## src/rtl/configurable_blinky_pkg.sv

```systemverilog
// Shared constants for the UART-configured LED blinker: command bytes,
// parser states, register indices and register reset defaults.
package configurable_blinky_pkg;

   localparam logic [7:0] CMD_READ  = 8'h72;
   localparam logic [7:0] CMD_WRITE = 8'h77;

   typedef enum logic [2:0] {
      ST_IDLE,
      ST_ADDR,
      ST_VAL0,
      ST_VAL1,
      ST_VAL2,
      ST_VAL3,
      ST_EXEC
   } parse_state_t;

   localparam int REG_PERIOD = 0;
   localparam int REG_PAT_A  = 1;
   localparam int REG_PAT_B  = 2;
   localparam int REG_CTRL   = 3;

   localparam int REG_RST_N = 16;
   localparam logic [31:0] REG_RST [REG_RST_N] = '{
      32'd25_000_000, 32'h0000_0055, 32'h0000_00AA, 32'h0000_0001,
      32'h0, 32'h0, 32'h0, 32'h0,
      32'h0, 32'h0, 32'h0, 32'h0,
      32'h0, 32'h0, 32'h0, 32'h0
   };

   // Registers beyond the default table come up as zero.
   function automatic logic [31:0] reg_default(input int idx);
      logic [31:0] v;
      v = 32'h0;
      for (int k = 0; k < REG_RST_N; k++)
         if (k == idx) v = REG_RST[k];
      return v;
   endfunction

endpackage

```

## src/rtl/blinky_cmd_parser.sv

```systemverilog
// Command-frame parser and register file. Optional inter-byte timeout is
// built in when CFG_BLINKY_TIMEOUT_EN is defined.
module blinky_cmd_parser
   import configurable_blinky_pkg::*;
#(
   parameter int REG_DEPTH = 16,
   parameter int REG_WIDTH = 32,
   parameter int TIMEOUT   = 5208
) (
   input  logic                 clk,
   input  logic                 i_reset,
   input  logic [7:0]           i_data,
   input  logic                 i_data_valid,
   output logic [7:0]           o_tx_data,
   output logic                 o_tx_wr,
   output logic [REG_WIDTH-1:0] o_half_period,
   output logic [7:0]           o_pat_a,
   output logic [7:0]           o_pat_b,
   output logic                 o_enable,
   output logic                 o_period_wr
);

   localparam int AW = $clog2(REG_DEPTH);

   parse_state_t         state_q, state_d;
   logic                 is_read_q;
   logic [7:0]           addr_q;
   logic [REG_WIDTH-1:0] val_q;
   logic [1:0]           rd_idx_q;
   logic [REG_WIDTH-1:0] regs [REG_DEPTH];
   logic [REG_WIDTH-1:0] rd_word, wr_word;
   logic                 addr_ok, val_byte, reg_we, to_hit;

   assign addr_ok  = 32'(addr_q) < REG_DEPTH;
   assign val_byte = i_data_valid && (state_q inside {ST_VAL0, ST_VAL1, ST_VAL2, ST_VAL3});
   assign wr_word  = {val_q[REG_WIDTH-9:0], i_data};
   // Writes commit on the edge that accepts the last value byte.
   assign reg_we   = (state_q == ST_VAL3) && i_data_valid && !is_read_q && addr_ok;
   assign rd_word  = addr_ok ? regs[addr_q[AW-1:0]] : '0;

`ifdef CFG_BLINKY_TIMEOUT_EN
   localparam int TW = $clog2(TIMEOUT + 1);
   logic [TW-1:0] to_cnt;

   always_ff @(posedge clk) begin
      if (i_reset || state_q == ST_IDLE || i_data_valid) to_cnt <= '0;
      else if (to_cnt != TW'(TIMEOUT - 1))              to_cnt <= to_cnt + 1'b1;
   end

   assign to_hit = !(state_q inside {ST_IDLE, ST_EXEC}) && !i_data_valid &&
                   (to_cnt == TW'(TIMEOUT - 1));
`else
   assign to_hit = 1'b0;
`endif

   always_ff @(posedge clk) begin
      if (i_reset) state_q <= ST_IDLE;
      else         state_q <= state_d;
   end

   always_comb begin
      state_d   = state_q;
      o_tx_wr   = 1'b0;
      o_tx_data = 8'h00;
      unique case (state_q)
         ST_IDLE: if (i_data_valid && (i_data == CMD_READ || i_data == CMD_WRITE))
                     state_d = ST_ADDR;
         ST_ADDR: if (i_data_valid) state_d = ST_VAL0;
         ST_VAL0: if (i_data_valid) state_d = ST_VAL1;
         ST_VAL1: if (i_data_valid) state_d = ST_VAL2;
         ST_VAL2: if (i_data_valid) state_d = ST_VAL3;
         ST_VAL3: if (i_data_valid) state_d = ST_EXEC;
         ST_EXEC: begin
            o_tx_wr = is_read_q;
            unique case (rd_idx_q)
               2'd0: o_tx_data = rd_word[31:24];
               2'd1: o_tx_data = rd_word[23:16];
               2'd2: o_tx_data = rd_word[15:8];
               2'd3: o_tx_data = rd_word[7:0];
            endcase
            if (!is_read_q || rd_idx_q == 2'd3) state_d = ST_IDLE;
         end
         default: state_d = ST_IDLE;
      endcase
      if (to_hit) state_d = ST_IDLE;
   end

   always_ff @(posedge clk) begin
      if (i_reset) begin
         is_read_q <= 1'b0;
         addr_q    <= '0;
         val_q     <= '0;
         rd_idx_q  <= '0;
         for (int i = 0; i < REG_DEPTH; i++) regs[i] <= REG_WIDTH'(reg_default(i));
      end else begin
         if (state_q == ST_IDLE && i_data_valid) is_read_q <= (i_data == CMD_READ);
         if (state_q == ST_ADDR && i_data_valid) addr_q <= i_data;
         if (val_byte) val_q <= wr_word;
         if (reg_we)   regs[addr_q[AW-1:0]] <= wr_word;
         rd_idx_q <= (state_q == ST_EXEC && is_read_q) ? rd_idx_q + 2'd1 : 2'd0;
      end
   end

   assign o_half_period = regs[REG_PERIOD];
   assign o_pat_a       = regs[REG_PAT_A][7:0];
   assign o_pat_b       = regs[REG_PAT_B][7:0];
   assign o_enable      = regs[REG_CTRL][0];
   assign o_period_wr   = reg_we && (32'(addr_q) == REG_PERIOD);

endmodule

```

## src/rtl/fifo_uart.sv

```systemverilog
// Byte FIFO feeding a UART 8N1 transmitter. Writes to a full FIFO are dropped.
// With i_fifo_en, a burst still being written is held until LEVEL bytes queue.
module fifo_uart #(
   parameter int DIVISOR = 434,
   parameter int DEPTH   = 16,
   parameter int LEVEL   = 2
) (
   input  logic       clk,
   input  logic       i_reset,
   input  logic       i_wr,
   input  logic [7:0] i_data,
   input  logic       i_tx_en,
   input  logic       i_fifo_en,
   output logic       o_tx
);

   localparam int AW = $clog2(DEPTH);
   localparam int CW = $clog2(DIVISOR + 1);

   logic [7:0]    mem [DEPTH];
   logic [AW-1:0] wptr, rptr;
   logic [AW:0]   count;
   logic          push, pop;
   logic          busy;
   logic [8:0]    tx_sh;
   logic [3:0]    tx_bits;
   logic [CW-1:0] tx_cnt;

   assign push = i_wr && (32'(count) != DEPTH);
   assign pop  = !busy && i_tx_en && (count != '0) &&
                 (!i_fifo_en || !i_wr || 32'(count) >= LEVEL);

   always_ff @(posedge clk) begin
      if (push) mem[wptr] <= i_data;
   end

   always_ff @(posedge clk) begin
      if (i_reset) begin
         wptr    <= '0;
         rptr    <= '0;
         count   <= '0;
         busy    <= 1'b0;
         tx_sh   <= '1;
         tx_bits <= '0;
         tx_cnt  <= '0;
         o_tx    <= 1'b1;
      end else begin
         if (push) wptr <= wptr + 1'b1;
         if (pop)  rptr <= rptr + 1'b1;
         count <= count + (AW+1)'(push) - (AW+1)'(pop);
         if (pop) begin
            busy    <= 1'b1;
            o_tx    <= 1'b0;
            tx_sh   <= {1'b1, mem[rptr]};
            tx_bits <= 4'd9;
            tx_cnt  <= CW'(DIVISOR - 1);
         end else if (busy) begin
            if (tx_cnt != '0) begin
               tx_cnt <= tx_cnt - 1'b1;
            end else if (tx_bits != '0) begin
               o_tx    <= tx_sh[0];
               tx_sh   <= {1'b1, tx_sh[8:1]};
               tx_bits <= tx_bits - 1'b1;
               tx_cnt  <= CW'(DIVISOR - 1);
            end else begin
               busy <= 1'b0;
            end
         end
      end
   end

endmodule

```

## src/rtl/uart_rx.sv

```systemverilog
// UART 8N1 receiver: 2-flop input synchronizer, mid-bit sampling,
// one-cycle o_data_valid pulse per accepted byte.
module uart_rx #(
   parameter int DIVISOR       = 434,
   parameter int SAMPLE_PHASE  = DIVISOR / 2,
   parameter int LITTLE_ENDIAN = 1
) (
   input  logic       clk,
   input  logic       i_reset,
   input  logic       i_rx,
   output logic [7:0] o_data,
   output logic       o_data_valid
);

   localparam int CW = $clog2(DIVISOR + 1);

   logic          rx_s1, rx_s2;
   logic          busy;
   logic [3:0]    bit_idx;
   logic [CW-1:0] cnt;
   logic [7:0]    shreg;

   always_ff @(posedge clk) begin
      if (i_reset) begin
         rx_s1        <= 1'b1;
         rx_s2        <= 1'b1;
         busy         <= 1'b0;
         bit_idx      <= '0;
         cnt          <= '0;
         shreg        <= '0;
         o_data       <= '0;
         o_data_valid <= 1'b0;
      end else begin
         rx_s1        <= i_rx;
         rx_s2        <= rx_s1;
         o_data_valid <= 1'b0;
         if (!busy) begin
            if (!rx_s2) begin
               busy    <= 1'b1;
               bit_idx <= '0;
               cnt     <= CW'(SAMPLE_PHASE);
            end
         end else if (cnt != '0) begin
            cnt <= cnt - 1'b1;
         end else begin
            cnt     <= CW'(DIVISOR - 1);
            bit_idx <= bit_idx + 1'b1;
            if (bit_idx == 4'd0) begin
               // a start bit that is high again at mid-bit was a glitch
               if (rx_s2) busy <= 1'b0;
            end else if (bit_idx == 4'd9) begin
               busy         <= 1'b0;
               o_data       <= shreg;
               o_data_valid <= rx_s2;
            end else if (LITTLE_ENDIAN != 0) begin
               shreg <= {rx_s2, shreg[7:1]};
            end else begin
               shreg <= {shreg[6:0], rx_s2};
            end
         end
      end
   end

endmodule

```

## src/rtl/configurable_blinky.sv

```systemverilog
// LED pattern alternator configured over a UART register interface.
// Define CFG_BLINKY_TIMEOUT_EN to abandon partial frames after TIMEOUT clocks.
module configurable_blinky
   import configurable_blinky_pkg::*;
#(
   parameter int CLK_FREQ  = 50_000_000,
   parameter int BAUDRATE  = 115200,
   parameter int DIVISOR   = CLK_FREQ / BAUDRATE,
   parameter int REG_DEPTH = 16,
   parameter int REG_WIDTH = 32,
   parameter int TIMEOUT   = 10 * DIVISOR * 12
) (
   input  logic       clk,
   input  logic       i_reset,
   input  logic       i_rx,
   output logic       o_tx,
   input  logic [1:0] i_buttons,
   output logic [7:0] o_leds
);

   logic [7:0]           rx_data, tx_data, pat_a, pat_b;
   logic                 rx_valid, tx_wr, enable, period_wr;
   logic [REG_WIDTH-1:0] half_period, cnt;
   logic [1:0]           btn_s1, btn_s2;
   logic                 phase, run, wrap;

   uart_rx #(
      .DIVISOR      (DIVISOR),
      .SAMPLE_PHASE (DIVISOR / 2),
      .LITTLE_ENDIAN(1)
   ) u_rx (
      .clk         (clk),
      .i_reset     (i_reset),
      .i_rx        (i_rx),
      .o_data      (rx_data),
      .o_data_valid(rx_valid)
   );

   blinky_cmd_parser #(
      .REG_DEPTH(REG_DEPTH),
      .REG_WIDTH(REG_WIDTH),
      .TIMEOUT  (TIMEOUT)
   ) u_parser (
      .clk          (clk),
      .i_reset      (i_reset),
      .i_data       (rx_data),
      .i_data_valid (rx_valid),
      .o_tx_data    (tx_data),
      .o_tx_wr      (tx_wr),
      .o_half_period(half_period),
      .o_pat_a      (pat_a),
      .o_pat_b      (pat_b),
      .o_enable     (enable),
      .o_period_wr  (period_wr)
   );

   fifo_uart #(
      .DIVISOR(DIVISOR),
      .DEPTH  (16),
      .LEVEL  (2)
   ) u_tx (
      .clk      (clk),
      .i_reset  (i_reset),
      .i_wr     (tx_wr),
      .i_data   (tx_data),
      .i_tx_en  (1'b1),
      .i_fifo_en(1'b1),
      .o_tx     (o_tx)
   );

   always_ff @(posedge clk) begin
      if (i_reset) begin
         btn_s1 <= '0;
         btn_s2 <= '0;
      end else begin
         btn_s1 <= i_buttons;
         btn_s2 <= btn_s1;
      end
   end

   // A zero half-period stalls everything rather than wrapping every cycle.
   assign run  = enable && !btn_s2[0] && (half_period != '0);
   assign wrap = run && (cnt >= half_period - 1'b1);

   always_ff @(posedge clk) begin
      if (i_reset) begin
         cnt   <= '0;
         phase <= 1'b0;
      end else begin
         if (period_wr || wrap) cnt <= '0;
         else if (run)          cnt <= cnt + 1'b1;
         if (wrap) phase <= ~phase;
      end
   end

   assign o_leds = btn_s2[1] ? 8'h00 : (phase ? pat_b : pat_a);

endmodule

```

## config.mk

```make
export PLATFORM = sky130hd
export DESIGN_NAME = configurable_blinky
export DESIGN_NICKNAME = d
export VERILOG_FILES = /design/src/rtl/configurable_blinky_pkg.sv /design/src/rtl/blinky_cmd_parser.sv /design/src/rtl/fifo_uart.sv /design/src/rtl/uart_rx.sv /design/src/rtl/configurable_blinky.sv
export SDC_FILE = /design/constraint.sdc
export NUM_CORES = 1
export LEC_CHECK = 0
export CELL_PAD_IN_SITES_DETAIL_PLACEMENT = 1
export CELL_PAD_IN_SITES_GLOBAL_PLACEMENT = 2
export CORE_MARGIN = 1.5
export CORE_UTILIZATION = 25
export CTS_CLUSTER_DIAMETER = 200
export CTS_CLUSTER_SIZE = 20
export DETAILED_ROUTE_END_ITERATION = 8
export GPL_ROUTABILITY_DRIVEN = 1
export PLACE_DENSITY_LB_ADDON = 0.12
export SKIP_LAST_GASP = 1
export SLEW_MARGIN = 5
export SYNTH_ARGS = -nofsm -noshare
export SYNTH_HDL_FRONTEND = slang
export SYNTH_HIERARCHICAL = 1
export SYNTH_SLANG_ARGS = --single-unit
```

## constraint.sdc

```tcl
create_clock -name clk -period 6.7 [get_ports clk]
set_clock_uncertainty 0.1 [all_clocks]
set_input_delay 1.675 -clock clk [delete_from_list [all_inputs] [get_ports clk]]
set_output_delay 1.675 -clock clk [all_outputs]
set_load 0.1 [all_outputs]
```

# Word level (Yosys, flattened, before mapping)
# Memory sizes are Yosys's and may differ from the RTL's. A register that Yosys moved wholly into a read port is not among the register bits.
# Cells that the tools add are included.
dict set report totals {
  ff_bits 144
  ram_bits 640
  word_cells 187
  memories 2
}
dict set report classes {
  addsub 11
  magnitude_cmp 3
  n_eq_ne 23
  muxes 64
  n_bitwise 7
  reduce_logical 50
}
# memory depth width rd rd_ports_with_merged_regs wr line
set memory_table {}
lappend memory_table {u_parser.regs 16 32 5 1 16 blinky_cmd_parser.sv:30} ;# logic [REG_WIDTH-1:0] regs [REG_DEPTH];
lappend memory_table {u_tx.mem 16 8 1 1 1 fifo_uart.sv:20} ;# logic [7:0] mem [DEPTH];
# cell count
set ops {}
lappend ops {{two-way mux 32 bit} 7}
lappend ops {{two-way mux 9 bit} 7}
lappend ops {{two-way mux 8 bit} 7}
lappend ops {{two-way mux 4 bit} 12}
lappend ops {{adder 32 x 1 -> 32 bit, second input constant} 1}
lappend ops {{>= comparator 32 bit} 1}
lappend ops {{one-hot mux 8 bit (4 select lines)} 1}
lappend ops {{nonzero test 32 bit} 1}
lappend ops {{OR reduction 32 bit} 1}
lappend ops {{subtractor 32 x 1 -> 32 bit, second input constant} 1}
lappend ops {{two-way mux 1 bit} 22}
lappend ops {{two-way mux 3 bit} 7}
lappend ops {{one-hot mux 3 bit (7 select lines)} 1}
lappend ops {{nonzero test 9 bit} 2}
lappend ops {{subtractor 9 x 1 -> 9 bit, second input constant} 2}
lappend ops {{== test 8 x 7 -> 1 bit, second input constant} 2}
lappend ops {{logical AND 1 bit} 15}
lappend ops {{!= test 2 bit, second input constant} 7}
lappend ops {{adder 4 x 1 -> 4 bit, second input constant} 3}
lappend ops {{== test 3 bit, second input constant} 3}
lappend ops {{logical NOT 8 bit} 1}
lappend ops {{< comparator 8 x 5 -> 1 bit, second input constant} 1}
lappend ops {{AND reduction 4 bit} 2}
lappend ops {{nonzero test 4 bit} 2}
lappend ops {{26 further kinds} 49}

# Logic depth before layout (Yosys ltp)
# Gate-level depths: netlist of run 1.
dict set report depth {
  depth_word 9
  mapped_depth 16
}

# Cells and area by module
# The synthesis of run 1 kept the hierarchy.
# module n_inst cells_each area_each_um2 seq_area_each_um2
set by_module_without_submodules {}
lappend by_module_without_submodules {blinky_cmd_parser 1 1810 25225.4 16215.6}
lappend by_module_without_submodules {fifo_uart 1 417 6934.2 4644.5}
lappend by_module_without_submodules {configurable_blinky 1 383 3056.7 740.7}
lappend by_module_without_submodules {uart_rx 1 152 1465.2 660.6}

# Worst setup path before layout of run 1
# Ideal clock, no wire load.
dict set report synth_path {
  path_kind {flip-flop to flip-flop}
  from {mem u_parser.regs[0][2]}
  to {reg, netlist name cnt[2]}
  arrival_ps 4680
  required_ps 6530
  slack_ps 1849
  stages_incl_launch_ff 17
  path_buffers 1
  cell_sequence {edfxtp_1 > or3_4 > or4_4 > or4_4 > or4_4 > or4_4 > nor3_2 > xnor2_1 > ha_1 > a21o_1 > a21o_1 > a221oi_1 > o31ai_1 > a21oi_1 > clkbuf_1 > o21ai_0 > a21oi_1}
}
# item line
set synth_lines {}
lappend synth_lines {{start: declaration} blinky_cmd_parser.sv:30}

==> impl_metrics.toml, run 1 <==
[outcome]
status = "complete, no violations"

[placed_design]
place_area_um2 = 38900
place_congestion = 0.753
io_buffers = 13
dp_cells = 4551
hpwl_mm = 76.7

[yosys]
ys_warn_count = 6
synth_common_cells = "edfxtp_1 (640), and2_1 (494), dfxtp_1 (152)"
synth_area_per_cell_um2 = 13.3
synth-simple-area-share_pct = 16.5
synthArstFlopShare_pct = 0
synth-edff-count = 640
synth_area_leaders = "edfxtp_1 (52%), and2_1 (8.4%), dfxtp_1 (8.3%)"
synth_largest_area_cell = "edfxtp_1"
syn_area_um2 = 36700
synth_seq_area_share_pct = 60.7
postSynthCellCount = 2762
ys_types = 78
synth.most_common_cell = "edfxtp_1"
netlist.area_leader.share_pct = 52.4
synth_fa_ha_area_share_pct = 2.00
synth_top_family_by_area = "simple AND/OR/NAND/NOR gates"
synthXorXnorAreaFrac_pct = 1.55
synth_ff_type = "edfxtp_1"
synthMuxAreaShare_pct = 11.7
synth_compound_area_share_pct = 4.57
ys_seq_elements = 792

[critical_path]
endpoint_kind = "flip-flop"
path_common_cell = "or4_4"
r2r_cells = 17
cp_data_arrival_time_ns = 5.64
crit_path_start_kind = "flip-flop"
r2r_start = "u_parser/regs[0][2]$_SDFFCE_PN0P_"
reg2reg_slack_ns = 1.55
crit_chain = "or3_4, or4_4, or4_4, or4_4, or4_4, nor3_2, xnor2_1, ha_1, a21o_1, a21o_1, a221oi_1, o31ai_1, a21oi_1, buf_4, o21ai_1, buf_4, nor2_1"
r2r_end = "cnt[16]$_SDFFE_PP0P_"
path_buf_inv = 2
timing.critical_path.fanout_max = 23
cp_top_family = "simple AND/OR/NAND/NOR gates"
slowest_delay_ns = 0.49
cpMaxStageDelayCell = "or4_4"
required_ns = 7.19
criticalPathCategory = "reg2reg"

[die]
die_w_um = 386
core_um2 = 146000
fp.dieArea_um2 = 149000
die_h_um = 386
initial_core_util_pct = 25.2
rows = 140
ios = 14

[finish]
syn_to_final_growth_pct = 9.42
stdcell_count = 4630
drive_above_1_share_pct = 12.7
final_net_count = 2744
stdcell_area_um2 = 40100
finalCoreUtilization_pct = 27.6

[global_routing]
grt_pass1_wl_mm = 173
grt_max_degree = 78
overflow = 0
grt_usage_pct = 16.2
grt_pass1_vias = 23000
antenna_found_initial = 12

[drt]
drtAntennaViolNets = 0
drt-initial-drc-count = 1409
viasPerCell = 4.72
drc = 0
wirelength_mm = 120
num_vias = 21800
drt-wirelength-per-cell_um = 25.9
first_pass_iters = 5

[clocking]
cts_tree = "built"
cts_hold_buf = 0
path_clk_slew_ns = 0.10
root_buffer = "clkbuf_16"
clock_sinks = 792
cts_setup_buffers = 0
cts_resized = 0
htree_levels = 2
worstSkewPairLatency_ns = 0.66
cts_buffers = 45
cts.path.max_buffers = 3

[worst_hold_path]
hold_start = "u_rx/rx_s1$_SDFF_PP1_"
min_path_cells = 1
hold_path_class = "reg2reg"
hold_end = "u_rx/rx_s2$_SDFF_PP1_"

[sta]
whs_ns = 0.305
period_minus_slack_ns = 5.15
hold_violations = 0
tns_ns = 0
max_slew_margin_pct = 13.9
setup-violations-final = 0
max_freq_ghz = 0.194
period_share_pct = 76.9
slew_viol_final = 0
rsz0062_at_grt = "false"
tightestPinTransition_ns = 1.29

[run]
max_cap_violations = 0

[power_and_ir_drop]
pwr_density_cell_nw_per_um2 = 234
p_leak_nw = 12.8
ir_drop_v = 0.000155
-- metrics by stage --
stage	power (mW)	setup WS, ns
2_1_floorplan	6.29	1.85
3_3_place_gp	6.52	1.51
3_5_place_dp	6.55	1.48
4_1_cts	9.61	1.46
5_1_grt	9.83	1.24
6_report	9.40	1.55
-- sequential cells by signal, summed over array words and instances, names as in the netlist, 3 cells and up, named ones only --
name,flops
u_rx/o_data,8
u_parser/addr_q,8
u_tx/mem,128
u_tx/tx_sh,8
u_tx/wptr,4
u_rx/cnt,9
cnt,32
u_parser/val_q,24
u_tx/tx_bits,4
u_parser/state_q,3
u_rx/bit_idx,4
u_rx/shreg,8
u_tx/count,5
u_tx/tx_cnt,9
u_parser/regs,512
u_tx/rptr,4
-- kinds of logic after synthesis --
logic type               Yosys count
XOR/XNOR                          65
flip-flops                       792
adder cells (fa/ha/maj)           58
multiplexers                     291
AND/OR/NAND/NOR                 1056
buffers and inverters            238
other                              1
AO/OA/AOI/OAI                    261
-- area by class of cell --
cell class                 instances  area [um2]
fill                           15600      105000
clock inverter                     3        26.3
antenna                            4        10.0
tap                             1917        2400
inverter                          29         109
sequential                       792       22300
timing repair buffer              79         636
clock buffer                      72        1230
multi-input combinational       1734       13500
-- worst max path at each step --
| stage | start | endpoint | slack [ns] | cells after the start |
|---|---|---|---|---|
| after floorplan | u_parser/regs[0][2]$_SDFFCE_PN0P_ | cnt[2]$_SDFFE_PP0P_ | 1.85 | 16 |
| after global placement | u_parser/regs[0][2]$_SDFFCE_PN0P_ | cnt[25]$_SDFFE_PP0P_ | 1.51 | 17 |
| after detailed placement | u_parser/regs[0][2]$_SDFFCE_PN0P_ | cnt[25]$_SDFFE_PP0P_ | 1.48 | 17 |
| after CTS | u_parser/regs[0][2]$_SDFFCE_PN0P_ | cnt[16]$_SDFFE_PP0P_ | 1.46 | 17 |
| after global routing | u_parser/regs[0][2]$_SDFFCE_PN0P_ | cnt[16]$_SDFFE_PP0P_ | 1.24 | 17 |
| final | u_parser/regs[0][2]$_SDFFCE_PN0P_ | cnt[16]$_SDFFE_PP0P_ | 1.55 | 17 |
-- cells in the final DEF (no fill, tap or decap), types with 58 or more instances in the layout --
| cell | instances |
|---|---|
| a21oi_1 | 86 |
| and2_1 | 494 |
| buf_4 | 66 |
| dfxtp_1 | 147 |
| edfxtp_1 | 640 |
| mux2i_1 | 130 |
| mux4_2 | 99 |
| nand2_1 | 108 |
| nand3_1 | 58 |
| nor2_1 | 133 |
-- per-layer routing --
layer  vias to the layer above  track usage (%)  share of wire [%]
li1                       9902                -                  -
met1                     11600             22.6                 47
met2                       303             26.8                 48
met3                        85             1.82                3.2
met4                         0             3.40                1.8
met5                         -                0                  0
-- where the power goes --
group | total (mW) | internal (mW) | switching [mW]
clock network | 2.99 | 1.27 | 1.72
logic | 0.827 | 0.314 | 0.513
registers | 5.59 | 5.46 | 0.126
No activity file was read; power rests on OpenSTA's default activity.
==> inputs of run 2 (changes only) <==
clock period = 5.3 ns   (was 6.7 ns; I/O delays follow)
==> impl_metrics.toml, run 2 (synthesis gave the netlist of run 1 again) <==
[outcome]
status = "complete, no violations"

[clocking]
cts_buffers = 45
root_buffer = "clkbuf_16"
cts_tree = "built"
clock_sinks = 792
htree_levels = 2
cts_setup_buffers = 0
worstSkewPairLatency_ns = 0.66
cts.path.max_buffers = 3
cts_resized = 0
path_clk_slew_ns = 0.10
cts_hold_buf = 0

[sta]
period_minus_slack_ns = 4.88
max_slew_margin_pct = 17.9
tightestPinTransition_ns = 1.23
max_freq_ghz = 0.205
setup-violations-final = 0
rsz0062_at_grt = "false"
hold_violations = 0
slew_viol_final = 0
period_share_pct = 92.1
tns_ns = 0

[drt]
drt-wirelength-per-cell_um = 25.3
wirelength_mm = 118
num_vias = 21900
viasPerCell = 4.70
drc = 0
drtAntennaViolNets = 0
drt-initial-drc-count = 1252
first_pass_iters = 5

[global_routing]
grt_pass1_wl_mm = 171
antenna_found_initial = 8
grt_pass1_vias = 23500
grt_usage_pct = 15.8
overflow = 0
grt_max_degree = 83

[finish]
syn_to_final_growth_pct = 10.1
largest_reg_flops = 512
seqCellArea_um2 = 22300
final_common_cell = "edfxtp_1"
final_cell_mix = "edfxtp_1 (640), and2_1 (494), dfxtp_1 (147), nor2_1 (133), mux2i_1 (130)"
stdcell_count = 4661
num-fill-cells = 15600
final_net_count = 2768
stdcell_area_um2 = 40400
multi_input_area_um2 = 13500
drive_above_1_share_pct = 13.5
regMostFlops = "u_parser/regs"
reg.largest.list = "u_parser/regs (512), u_tx/mem (128), cnt (32)"

[worst_hold_path]
hold_start = "u_rx/rx_s1$_SDFF_PP1_"
min_path_cells = 1
hold_path_class = "reg2reg"
hold_end = "u_rx/rx_s2$_SDFF_PP1_"

[critical_path]
r2r_end = "cnt[1]$_SDFFE_PP0P_"
required_ns = 5.79
crit_path_start_kind = "flip-flop"
criticalPathCategory = "reg2reg"
reg2reg_slack_ns = 0.42
endpoint_kind = "flip-flop"
cp_data_arrival_time_ns = 5.37
r2r_start = "u_parser/regs[0][6]$_SDFFCE_PN1P_"
timing.critical_path.fanout_max = 15
r2r_cells = 16

[die]
fp.dieArea_um2 = 149000
core_um2 = 146000
initial_core_util_pct = 25.2
die_w_um = 386
ios = 14
rows = 140
die_h_um = 386

[placed_design]
dp_cells = 4575
io_buffers = 13
hpwl_mm = 76.8
place_congestion = 0.723
place_area_um2 = 39100

[power_and_ir_drop]
p_leak_nw = 12.9
ir_drop_v = 0.000222
pwr_density_cell_nw_per_um2 = 296

[run]
max_cap_violations = 0
run 2: layout make-up:
cell class | count | area share, %
Antenna cell | 2 | 0.0124
Clock buffer | 80 | 3.11
Clock inverter | 4 | 0.115
Inverter | 29 | 0.269
Multi-Input combinational cell | 1734 | 33.3
Sequential cell | 792 | 55.1
Tap cell | 1917 | 5.94
Timing Repair Buffer | 103 | 2.11
run 2: stage by stage:
| stage | hold WS [ns] | worst slack, ns | power (mW) | utilization [%] |
|---|---|---|---|---|
| 2_1_floorplan | 0.289 | 0.449 | 7.95 | - |
| 3_3_place_gp | 0.299 | 0.396 | 8.25 | 26.9 |
| 3_5_place_dp | 0.297 | 0.349 | 8.29 | 26.9 |
| 4_1_cts | 0.319 | 0.334 | 12.2 | 27.8 |
| 5_1_grt | 0.338 | 0.0546 | 12.5 | 27.8 |
| 6_report | 0.316 | 0.418 | 12.0 | 27.8 |
run 2: worst max-delay path by stage:
| stage | startpoint | to | cells past startpoint |
|---|---|---|---|
| after global routing | u_parser/regs[0][6]$_SDFFCE_PN1P_ | phase$_SDFFE_PP0P_ | 16 |
| after floorplan | u_parser/regs[0][2]$_SDFFCE_PN0P_ | cnt[2]$_SDFFE_PP0P_ | 16 |
| after CTS | u_parser/regs[0][6]$_SDFFCE_PN1P_ | cnt[1]$_SDFFE_PP0P_ | 16 |
| after detailed placement | u_parser/regs[0][6]$_SDFFCE_PN1P_ | cnt[1]$_SDFFE_PP0P_ | 16 |
| final | u_parser/regs[0][6]$_SDFFCE_PN1P_ | cnt[1]$_SDFFE_PP0P_ | 16 |
| after global placement | u_parser/regs[0][2]$_SDFFCE_PN0P_ | phase$_SDFFE_PP0P_ | 16 |
run 2: where the power goes:
group	internal, mW	switching [mW]
Combinational	0.410	0.643
Clock	1.64	2.20
Sequential	6.90	0.168
Total	8.95	3.01
run 2: worst max-delay path, cell delays in order (launching register included):
cell      delay (ns)
edfxtp_1        0.40
nor4_1          0.49
or2b_1          0.32
or4_4           0.52
or4_4           0.46
or4_4           0.49
nor3_2          0.20
xnor2_1         0.14
ha_1            0.26
a21o_1          0.18
a21o_1          0.17
a221oi_1        0.25
o31ai_1         0.12
a21oi_1         0.20
buf_4           0.24
nand3_1         0.10
a21oi_1         0.18
run 2: layer usage:
layer / wire [um] / up-vias / track usage, % / share of wire [%]
li1: - / 9953 / - / -
met1: 55900 / 11600 / 21.9 / 48
met2: 56500 / 269 / 26.7 / 48
met3: 3120 / 88 / 1.58 / 2.6
met4: 2120 / 0 / 3.26 / 1.8
met5: 0 / - / 0 / 0
==> inputs of run 3 (changes only) <==
SYNTH_HIERARCHICAL = unset   (was 1)
==> impl_metrics.toml, run 3 <==
[yosys]
netlist.area_leader.share_pct = 53.5
synthXorXnorAreaFrac_pct = 1.75
ys_seq_elements = 792
synth_common_cells = "edfxtp_1 (640), and2_1 (497), mux4_2 (176)"
synth_area_leaders = "edfxtp_1 (53%), mux4_2 (11%), and2_1 (8.6%)"
synthMuxAreaShare_pct = 13.1
synth_area_per_cell_um2 = 13.9
synth_top_family_by_area = "simple AND/OR/NAND/NOR gates"
synth_compound_area_share_pct = 2.77
ys_warn_count = 0
synth-simple-area-share_pct = 16.0
synthArstFlopShare_pct = 0
syn_area_um2 = 35900
synth_largest_area_cell = "edfxtp_1"
synth_seq_area_share_pct = 61.9
synth_fp_nets = 2648
synth_ff_type = "edfxtp_1"
synth_fa_ha_area_share_pct = 2.07
synth-edff-count = 640
ys_types = 66
synth.most_common_cell = "edfxtp_1"
postSynthCellCount = 2584

[finish]
multi_input_area_um2 = 12900
drive_above_1_share_pct = 14.3
reg.largest.list = "u_parser.regs (512), u_tx.mem (128), cnt (32)"
final_net_count = 2605
seqCellArea_um2 = 22300
final_cell_mix = "edfxtp_1 (640), and2_1 (497), mux4_2 (176), nand2_1 (151), dfxtp_1 (147)"
largest_reg_flops = 512
regMostFlops = "u_parser.regs"
num-fill-cells = 15100
syn_to_final_growth_pct = 10.9
final_common_cell = "edfxtp_1"

[run]
max_cap_violations = 0

[sta]
period_minus_slack_ns = 4.69
layout_setup_ws_ns = 0.605
setup-violations-final = 0
slew_viol_final = 0
period_share_pct = 88.6
max_freq_ghz = 0.213
tightestPinTransition_ns = 1.25
whs_ns = 0.336
rsz0062_at_grt = "false"
hold_violations = 0
tns_ns = 0
max_slew_margin_pct = 16.4

[power_and_ir_drop]
ir_drop_v = 0.000273
p_leak_nw = 12.6
pwr_density_cell_nw_per_um2 = 299

[clocking]
path_clk_slew_ns = 0.09
cts_setup_buffers = 0
cts_resized = 0
cts.path.max_buffers = 3
htree_levels = 2
root_buffer = "clkbuf_16"
cts_tree = "built"
cts_buffers = 45
cts_hold_buf = 0
worstSkewPairLatency_ns = 0.66
clock_sinks = 792

[global_routing]
grt_pass1_vias = 22400
grt_usage_pct = 15.1
overflow = 0
antenna_found_initial = 5
grt_max_degree = 54
grt_pass1_wl_mm = 162

[critical_path]
criticalPathCategory = "reg2reg"
r2r_cells = 13
endpoint_kind = "flip-flop"
cp_data_arrival_time_ns = 5.10
crit_path_start_kind = "flip-flop"
timing.critical_path.fanout_max = 29
required_ns = 5.70

[drt]
drtAntennaViolNets = 0
viasPerCell = 4.63
num_vias = 20700
drt-wirelength-per-cell_um = 24.7
drt-initial-drc-count = 1149
first_pass_iters = 5
wirelength_mm = 110
drc = 0

[worst_hold_path]
min_path_cells = 1
hold_path_class = "reg2reg"

[die]
ios = 14
core_um2 = 142000
initial_core_util_pct = 25.3
fp.dieArea_um2 = 146000
die_w_um = 382
rows = 138
die_h_um = 382

[placed_design]
dp_slack_ns = 0.480
place_congestion = 0.785
io_buffers = 13
hpwl_mm = 71.0

[outcome]
status = "complete, no violations"
==> run 3: where the power goes <==
group | internal [mW] | switching, mW | leakage [nW]
logic | 0.391 | 0.585 | 4.61
registers | 6.88 | 0.179 | 7.33
clock network | 1.65 | 2.22 | 0.629
==> run 3: routing by layer <==
| metal | up-vias | routed length (um) | track usage, % |
|---|---|---|---|
| li1 | 9359 | - | - |
| met1 | 11100 | 50900 | 20.1 |
| met2 | 185 | 55500 | 26.7 |
| met3 | 82 | 2290 | 1.55 |
| met4 | 0 | 1590 | 2.56 |
| met5 | - | 0 | 0 |
==> run 3: layout make-up <==
cell class	instances	area share, %
antenna	4	0.0251
clock buffer	80	3.15
clock inverter	4	0.188
inverter	31	0.292
multi-input combinational	1577	32.4
sequential	792	55.9
tap	1890	5.93
timing repair buffer	94	2.16
==> run 3: final timing paths <==
check / startpoint / endpoint / slack [ns]
worst min register to register: u_rx.rx_s1$_SDFF_PP1_ / u_rx.rx_s2$_SDFF_PP1_ / 0.34
worst max-delay path: u_parser.regs[0][14]$_SDFFCE_PN1P_ / cnt[30]$_SDFFE_PP0P_ / 0.61
worst min-delay path: u_rx.rx_s1$_SDFF_PP1_ / u_rx.rx_s2$_SDFF_PP1_ / 0.34
worst max register to register: u_parser.regs[0][14]$_SDFFCE_PN1P_ / cnt[30]$_SDFFE_PP0P_ / 0.61
==> run 3: cells by family (layout without fill, tap and decap cells) <==
logic type                 Yosys count  count (layout)
AOI/OAI and AO/OA                  164             164
DFF                                792             792
other                                0               4
xor gates and xnor gates            72              72
buffers and inverters              215             209
and+or+nand+nor                   1031            1031
muxes                              251             251
adders and majority gates           59              59
==> run 3: worst max-delay path: stages, from the launching register on <==
cell      delay (ns)
edfxtp_1        0.45
or4_1           0.60
or4_1           0.59
nor3_1          0.37
nand2_1         0.14
nor3_1          0.20
xnor2_1         0.10
ha_1            0.28
nand4_1         0.18
or4_1           0.59
a31oi_1         0.30
o21a_1          0.20
buf_4           0.34
nor3_1          0.09
==> run 3: per-stage QoR <==
stage               util (%)  power (mW)  cell area [um2]  cells
floorplan                  -        7.86            35900   2584
global placement        27.1        8.19            38500   4384
detailed placement      27.1        8.22            38500   4384
CTS                     28.1        12.2            39900   4468
global route            28.1        12.4            39900   4468
finish                  28.1        11.9            39900   4472
